===== src/rtl/stream_arb2x1.sv =====
// -----------------------------------------------------------------------------
// stream_arb2x1 -- two-requester stream arbiter with a one-entry registered
// output stage. One channel is granted per cycle. The grant drives the select
// of a mux2x1 datapath, and the mux output is captured into the output
// register for a single downstream consumer.
//
// Build option:
//   ARB_RR_EN  defined   : round-robin on contention (a 'last' register is kept)
//              undefined : fixed priority, channel 0 wins on contention
//
// Ports:
//   clk        in   1      rising-edge clock
//   rst        in   1      asynchronous active-high reset
//   in0_valid  in   1      channel 0 beat present
//   in0_ready  out  1      channel 0 beat accepted (with in0_valid)
//   in0_data   in   WIDTH  channel 0 payload
//   in1_valid  in   1      channel 1 beat present
//   in1_ready  out  1      channel 1 beat accepted (with in1_valid)
//   in1_data   in   WIDTH  channel 1 payload
//   grant      out  2      one-hot current grant, 00 when nothing is valid
//   out_valid  out  1      output register holds a beat
//   out_ready  in   1      downstream accepts the output beat
//   out_data   out  WIDTH  registered payload
//   out_src    out  1      channel index that produced out_data
// -----------------------------------------------------------------------------

// mux2x1 -- plain 2:1 multiplexer, sel=0 picks a, sel=1 picks b.
//   sel in 1, a in WIDTH, b in WIDTH, y out WIDTH
module mux2x1 #(
   parameter int WIDTH = 8
) (
   input  logic             sel,
   input  logic [WIDTH-1:0] a,
   input  logic [WIDTH-1:0] b,
   output logic [WIDTH-1:0] y
);
   assign y = sel ? b : a;
endmodule

module stream_arb2x1 #(
   parameter int WIDTH = 8
) (
   input  logic             clk,
   input  logic             rst,
   input  logic             in0_valid,
   output logic             in0_ready,
   input  logic [WIDTH-1:0] in0_data,
   input  logic             in1_valid,
   output logic             in1_ready,
   input  logic [WIDTH-1:0] in1_data,
   output logic [1:0]       grant,
   output logic             out_valid,
   input  logic             out_ready,
   output logic [WIDTH-1:0] out_data,
   output logic             out_src
);

   typedef enum logic {EMPTY = 1'b0, FULL = 1'b1} state_t;

   state_t           state_q, state_d;
   logic             can_load;
   logic             take;
   logic [WIDTH-1:0] mux_y;

`ifdef ARB_RR_EN
   logic             last_q;   // index of the most recently accepted channel
`endif

   // Grant depends only on the valids (and 'last'), never on data.
   always_comb begin
      // NOTE: every signal written here gets a default first, so no path
      // through the case can leave it unassigned and infer a latch.
      grant = 2'b00;
      case ({in1_valid, in0_valid})
         2'b01:   grant = 2'b01;
         2'b10:   grant = 2'b10;
`ifdef ARB_RR_EN
         2'b11:   grant = last_q ? 2'b01 : 2'b10;
`else
         2'b11:   grant = 2'b01;
`endif
         default: grant = 2'b00;
      endcase
   end

   // The register can accept a new beat when empty, or when the current
   // beat leaves on this same edge.
   assign can_load  = (state_q == EMPTY) || out_ready;
   assign in0_ready = grant[0] & can_load;
   assign in1_ready = grant[1] & can_load;
   // A grant implies its valid is high, so any grant plus room is a transfer.
   assign take      = (grant != 2'b00) && can_load;

   mux2x1 #(.WIDTH(WIDTH)) u_mux (
      .sel (grant[1]),
      .a   (in0_data),
      .b   (in1_data),
      .y   (mux_y)
   );

   // Output register occupancy: a load wins over a drain, so a simultaneous
   // drain and load keeps the stage FULL at one beat per cycle.
   always_comb begin
      state_d = state_q;
      if (take) begin
         state_d = FULL;
      end else if (out_ready) begin
         state_d = EMPTY;
      end
   end

   always_ff @(posedge clk or posedge rst) begin
      if (rst) begin
         state_q <= EMPTY;
      end else begin
         // NOTE: sequential state uses non-blocking assignments so every
         // flop samples pre-edge values regardless of statement order.
         state_q <= state_d;
      end
   end

   assign out_valid = (state_q == FULL);

   // NOTE: the payload register is reset as well, so out_data/out_src read
   // as zero immediately after reset instead of holding a discarded beat.
   always_ff @(posedge clk or posedge rst) begin
      if (rst) begin
         out_data <= '0;
         out_src  <= 1'b0;
      end else if (take) begin
         out_data <= mux_y;
         out_src  <= grant[1];
      end
   end

`ifdef ARB_RR_EN
   // 'last' resets to 1 so channel 0 wins the first contended cycle.
   always_ff @(posedge clk or posedge rst) begin
      if (rst) begin
         last_q <= 1'b1;
      end else if (take) begin
         last_q <= grant[1];
      end
   end
`endif

endmodule


===== config.mk =====
export PLATFORM = sky130hd
export DESIGN_NAME = stream_arb2x1
export DESIGN_NICKNAME = d
export VERILOG_FILES = /design/src/rtl/stream_arb2x1.sv
export SDC_FILE = /design/constraint.sdc
export NUM_CORES = 1
export LEC_CHECK = 0
export CORE_MARGIN = 1.5
export CORE_UTILIZATION = 35
export CTS_BUF_LIST = sky130_fd_sc_hd__clkbuf_16
export DETAILED_ROUTE_END_ITERATION = 10
export MAX_ROUTING_LAYER = met4
export PLACE_DENSITY = 0.86
export REMOVE_ABC_BUFFERS = 1
export SYNTH_ARGS = -nofsm -noshare
export SYNTH_HDL_FRONTEND = slang
export SYNTH_SLANG_ARGS = --single-unit
export TNS_END_PERCENT = 50

===== constraint.sdc =====
create_clock -name clk -period 2.7 [get_ports clk]
set_clock_uncertainty 0.15 [all_clocks]
set_input_delay 0.405 -clock clk [delete_from_list [all_inputs] [get_ports clk]]
set_output_delay 0.405 -clock clk [all_outputs]
set_load 0.005 [all_outputs]

==> results.md, run 1 <==
- Status: finished, final reports clean
- Die area: 1931 um^2
- Share of the synthesized area in the top cell type: 42.64%
- Rows: 14
- Final nets: a little under 100
- Max-Cap Viols: 0
- Detailed-route via count: ~440
- Number of global-route vias before repair: about 440
- Crit path time final: 2.340 ns
- Initial Util: 38.07%
- Ys flop type: dfrtp_1
- Finished Layout Cells: 91
- Total Neg Setup Slack: 0 ns
- Initial antenna violation count: 0
- Clock buffer depth: 2
- Final WS setup: 0.3595 ns
- Clock slew at reported path FFs: ~0.04 ns
- Tot GR Track Use: 14.59%
- Synth Area in Simple Gates: approximately 8.1%
- Power density cells: ~610 nW/um^2
- Final ANT Viol Nets: 0
- Width of the die: 43.95 um
- Synth async-reset ratio: 100.0%
- Crit Path Class: in -> out
- Sink Count: 10
- Worst min path class: in -> async
- Max Fclk: 0.4273 GHz
- Gr ovfl total: 0
- Worst-Margin Slew: 0.4920 ns
- Compound-Gate Fraction of Synth Area: under 10%
- Main combinational cell family by area after synthesis: multiplexers
- DPL Wire Length: roughly 860 um
- Post-Synth Adder-Cell Area: 0%
- Avg Inst Size Synth: 14.67 um^2
- Kind of end point of the critical path: primary output
- # DRC: 0
- Final setup violation count: 0
- Post-Syn Area: 586.8 um^2
- Root Buffer: clkbuf_16
- Layout area overhead: 69.30%
- Most instantiated library cell after synthesis: mux2_4
- Placed cells: 87
- Top post-synthesis cells by count: mux2_4 (14), dfrtp_1 (10), buf_6 (2), mux2_2 (2), nor2_1 (2)
- Largest net degree at the start of global routing: 13
- Final Max Tran Viols: 0
- Cell variety after synth: 15
- CTS tree: yes
- RSZ-0062 raised after global routing: false
- Fin crit share: 86.68%
- Core Util, Final: 64.45%
- Crit Reg-Reg Startpoint: out_valid$_DFFE_PP0P_
- Multi-input gate area: 292.8 um^2
- Xor and xnor area share after synthesis: 0%
- CP Data Required Time: approximately 2.1 ns
- Worst slack, placed: between 0.3 and 0.4 ns
- Setup Fix Bufs, Post-CTS: 0
- Slew HR: around 67%
- Post-CTS sizing: 0
- Share of layout cells above drive strength 1: a little under a third
- CTS H-tree lvls: 1
- First-pass GRT wire length: approximately 1900 um
- Final Hold Vio Count: 0
- Post-synthesis mux area share: about two fifths
- CP max-delay cell: clkdlybuf4s50_1
- EDFF count, synth: 0
- Initial drt markers: 4
- CP startpoint: in0_valid
- Leakage power: 0.4470 nW
- Sequential-to-total area share from yosys stat: 42.64%
- FILL cells: 137
- DIE HEIGHT: 43.95 um
- Max FO, Critical Path: 12
- Critical-path cell list: clkdlybuf4s50_1 -> buf_4 -> and2_2 -> clkdlybuf4s50_1
- Routed WL: about 1200 um
- #FFs+latches synth: 10
- Core area: around 1500 um^2
- Top post-synthesis cells by area: dfrtp_1 (43%), mux2_4 (36%), buf_6 (3.8%)
- Buffers on Ports: 34
- Slowest cell delay on critical path: 0.49 ns
- CTS buffer count: 3
- Final RePlAce weighted congestion: roughly 0.65
- Most used cell, CP: clkdlybuf4s50_1
- Register Area: 250.2 um^2
- Diodes inserted: 0
- Worst setup SP type: input port
- Yosys top cell by area: dfrtp_1
- Hold WS: between 0.3 and 0.4 ns
- Cells after synthesis: 40
- # IOs: 35
- Vias per cell: 4.813
- DR WL/cell: 13.03 um
- VDD IR max: 0.5522 mV
- Worst-case reg-to-reg path depth: 3
- Worst skew pair latency: ~0.24 ns
- Worst endpoint data arrival time: 1.79 ns
- Ys Warns: 0
- First-pass DRT Iterations: 2
- Post-cts hold buffer count: 0
[cell type report]
class	count	area share, %
flip-flops and latches	10	25.19
well taps	16	2.015
multi-input cells	25	29.47
clock inverters	1	0.3778
repair buffers	35	35.01
inverters	1	0.3778
clock buffers	3	7.557
[metal layers]
| metal | track usage [%] | up-vias | wire (um) |
|---|---|---|---|
| li1 | - | 204 | - |
| met4 | 5.455 | 0 | 13 |
| met3 | 6.250 | 3 | 86 |
| met1 | 16.58 | 211 | 478 |
| met5 | - | - | 0 |
| met2 | 22.65 | 20 | 608 |
[final timing paths]
check / to / slack [ns]
max reg2reg: out_data[4]$_DFFE_PP0P_ / 1.12
min reg2reg: out_src$_DFFE_PP0P_ / 0.35
min in group clk: out_src$_DFFE_PP0P_ / 0.35
max in group asynchronous: out_valid$_DFFE_PP0P_ / 1.82
max: in0_ready / 0.36
min: out_data[5]$_DFFE_PP0P_ / 0.30
[stage by stage]
step	area (um^2)	total power [mW]
3_5_place_dp	914.6	0.3405
2_1_floorplan	546.8	0.2484
6_report	993.5	0.6012
4_1_cts	993.5	0.6090
3_3_place_gp	914.6	0.3380
5_1_grt	993.5	0.6316
[critical path, delay by kind of cell]
family / cells / cell delay [ns]
buffers and inverters: 3 / 1.19
and+or+nand+nor: 1 / 0.18
[state kept, by name (all words and copies together) (netlist names)]
name,flops
out_data,8
out_src,1
out_valid,1
[kinds of logic after synthesis]
| kind of cell | after synthesis |
|---|---|
| and+or+nand+nor | 7 |
| DFF | 10 |
| muxes | 16 |
| buffers and inverters | 5 |
| AOI/OAI and AO/OA | 2 |
[report_power, final]
| group | switching (mW) | leakage, nW | internal (mW) | total, mW |
|---|---|---|---|---|
| clock network | 0.0695 | 0.0385 | 0.194 | 0.264 |
| registers | 0.0118 | 0.115 | 0.173 | 0.185 |
| logic | 0.0392 | 0.293 | 0.113 | 0.153 |
| total | 0.121 | 0.447 | 0.481 | 0.601 |
[placed cells by master (no fill, tap or decap)]
master           instances
clkdlybuf4s50_1         34
and2_1                   1
and2_2                   1
mux2_4                  14
a21oi_1                  1
nand2b_4                 1
o21a_1                   1
inv_1                    1
clkinv_1                 1
nor2_1                   2
clkbuf_16                3
dfrtp_1                 10
buf_4                    1
nand2_1                  1
and2b_2                  1
mux2_2                   2
Power figures use the tool's default switching activity.
==> inputs of run 2 (changes only) <==
Settings changed: PLACE_DENSITY 0.86 to 0.82.
==> run 2 against run 1 <==
Compared with the run above:
- sequential power about the same
- first-iteration DRC count shrank 75%
- non-clock buffer count stayed put
- flip-flop and latch count did not move
- critical path type unchanged
- clock power hardly changed
- total power grew 0.88%
- largest power group unchanged
- fmax decreased by 2.6%
- combinational power barely moved
- count of clock-buffer cells in the layout is the same
- via count down 2.1%
==> results.md, run 2 (synthesized netlist as in run 1, its figures left out) <==
- Die area: 1931 um^2 (unchanged)
- Width of the die: 43.95 um (unchanged)
- Initial Util: 38.07% (unchanged)
- Worst endpoint data arrival time: 1.85 ns (+0.06 ns)
- Vias per cell: 4.714 (-2.1%)
- Final RePlAce weighted congestion: 0.6348 (-2.5%)
- Diodes inserted: 0 (unchanged)
- CP startpoint: in0_valid
- Metal2 WL: 646 um (+6.3%)
- Worst-case reg-to-reg path depth: 3 (unchanged)
- Non-Filler Cell Area, Final: 993.5 um^2 (unchanged)
- Detailed-route via count: 429 (-2.1%)
- Final Max Tran Viols: 0 (unchanged)
- Setup Fix Bufs, Post-CTS: 0 (unchanged)
- WL met3: 90 um (+4.7%)
- Worst r2r dst: out_data[4]$_DFFE_PP0P_
- Largest net degree at the start of global routing: 11 (-2)
- Max FO, Critical Path: 6 (-6)
- Gr ovfl total: 0 (unchanged)
- Initial drt markers: 1 (-3)
- Tot GR Track Use: 15.64% (+1.0 points)
- FILL cells: 122 (-11%)
- CTS H-tree lvls: 1 (unchanged)
- Final setup violation count: 0 (unchanged)
- Worst-Margin Slew: 0.4939 ns (+0.001877 ns)
- # DRC: 0 (unchanged)
- Core area: 1541 um^2 (unchanged)
- Power density cells: 610.5 nW/um^2 (+0.88%)
- Root Buffer: clkbuf_16
- # IOs: 35 (unchanged)
- Layout area overhead: 69.30% (unchanged)
- Commonest non-fill, non-tap cell in the layout: clkdlybuf4s50_1
- First-pass DRT Iterations: 3 (+1)
- Buffers on Ports: 34 (unchanged)
- Max-Cap Viols: 0 (unchanged)
- Clock slew at reported path FFs: 0.04 ns (about the same)
- WL met1: 469 um (-1.9%)
- Share of layout cells above drive strength 1: 30.67% (unchanged)
- FF-to-FF setup slack: 1.10 ns (-0.02 ns)
- Final ANT Viol Nets: 0 (unchanged)
- CP Data Required Time: 2.14 ns (about the same)
- Max Fclk: 0.4161 GHz (-2.6%)
- Kind of end point of the critical path: primary output
- Worst min path class: in -> async
- Worst setup SP type: input port
- Dpl cell area: 914.6 um^2 (unchanged)
- Max reg flops: 8 (unchanged)
- Final Hold Vio Count: 0 (unchanged)
- Routed WL: 1234 um (+4.0%)
- VDD IR max: 0.3979 mV (-28%)
- Crit Reg-Reg Startpoint: out_valid$_DFFE_PP0P_
- Worst Setup EP: in1_ready
- First-pass GRT wire length: 1987 um (+2.8%)
- Leading cell types in the layout, fill and taps excluded: clkdlybuf4s50_1 (34), mux2_4 (14), dfrtp_1 (10), clkbuf_16 (3)
- Reg with most FFs: out_data
- Rows: 14 (unchanged)
- Number of global-route vias before repair: 453 (+2.3%)
- Total Neg Setup Slack: 0 ns (unchanged)
- Leakage power: 0.4470 nW (unchanged)
- Initial antenna violation count: 0 (unchanged)
- DR WL/cell: 13.56 um (+4.0%)
- Crit Path Class: in -> out
- Status: finished, final reports clean
- Max Used Layer: met4
- Final nets: 97 (unchanged)
- Sink Count: 10 (unchanged)
- Clock buffer depth: 2 (unchanged)
- Post-cts hold buffer count: 0 (unchanged)
- CTS buffer count: 3 (unchanged)
- Crit path time final: 2.403 ns (+0.06261 ns)
- DIE HEIGHT: 43.95 um (unchanged)
- CTS tree: yes
- Worst skew pair latency: 0.24 ns (about the same)
- Slew HR: 67.08% (-0.13 points)
- Post-CTS sizing: 0 (unchanged)
- RSZ-0062 raised after global routing: false
- Fin crit share: 89.00% (+2.3 points)
[run 2: final cells by class]
type                            instances  area (um^2)  area share [%]
Clock buffer                            3        75.07           7.557
Sequential cell                        10        250.2           25.19
Multi-Input combinational cell         25        292.8           29.47
Inverter                                1        3.754          0.3778
Clock inverter                          1        3.754          0.3778
Timing Repair Buffer                   35        347.8           35.01
Tap cell                               16        20.02           2.015
[run 2: worst min path at each step]
stage                     slack (ns)               startpoint                 endpoint  cells after the start
after floorplan                  0.1                      rst  out_data[0]$_DFFE_PP0P_                      1
after global placement          0.33      out_src$_DFFE_PP0P_      out_src$_DFFE_PP0P_                      2
after detailed placement        0.35  out_data[5]$_DFFE_PP0P_  out_data[5]$_DFFE_PP0P_                      1
after CTS                       0.31                      rst  out_data[0]$_DFFE_PP0P_                      2
after global routing            0.34                      rst  out_data[6]$_DFFE_PP0P_                      2
final                           0.29                      rst  out_data[6]$_DFFE_PP0P_                      2
[run 2: power by group]
part           internal, mW  switching (mW)
registers             0.173          0.0131
logic                 0.113          0.0395
clock network         0.194          0.0729
total                 0.481           0.126
[run 2: metrics by stage]
stage | hold WS, ns | setup WS, ns | cells | total power [mW] | util [%]
floorplan | 0.09518 | 1.180 | 36 | 0.2484 | -
global placement | 0.3326 | 0.3045 | 87 | 0.3388 | 59.33
detailed placement | 0.3455 | 0.2876 | 87 | 0.3432 | 59.33
CTS | 0.3080 | 0.2840 | 91 | 0.6186 | 64.45
global route | 0.3360 | 0.2467 | 91 | 0.6351 | 64.45
finish | 0.2930 | 0.2969 | 91 | 0.6065 | 64.45
[run 2: critical path, cell delays in order]
cell and delay, ns:
clkdlybuf4s50_1 0.60, and2b_2 0.26, and2_1 0.15, clkdlybuf4s50_1 0.43
[run 2: layer usage]
layer	vias up	global-route usage, %
li1	203	-
met1	204	16.28
met2	19	24.71
met3	3	7.500
met4	0	7.273
met5	-	-
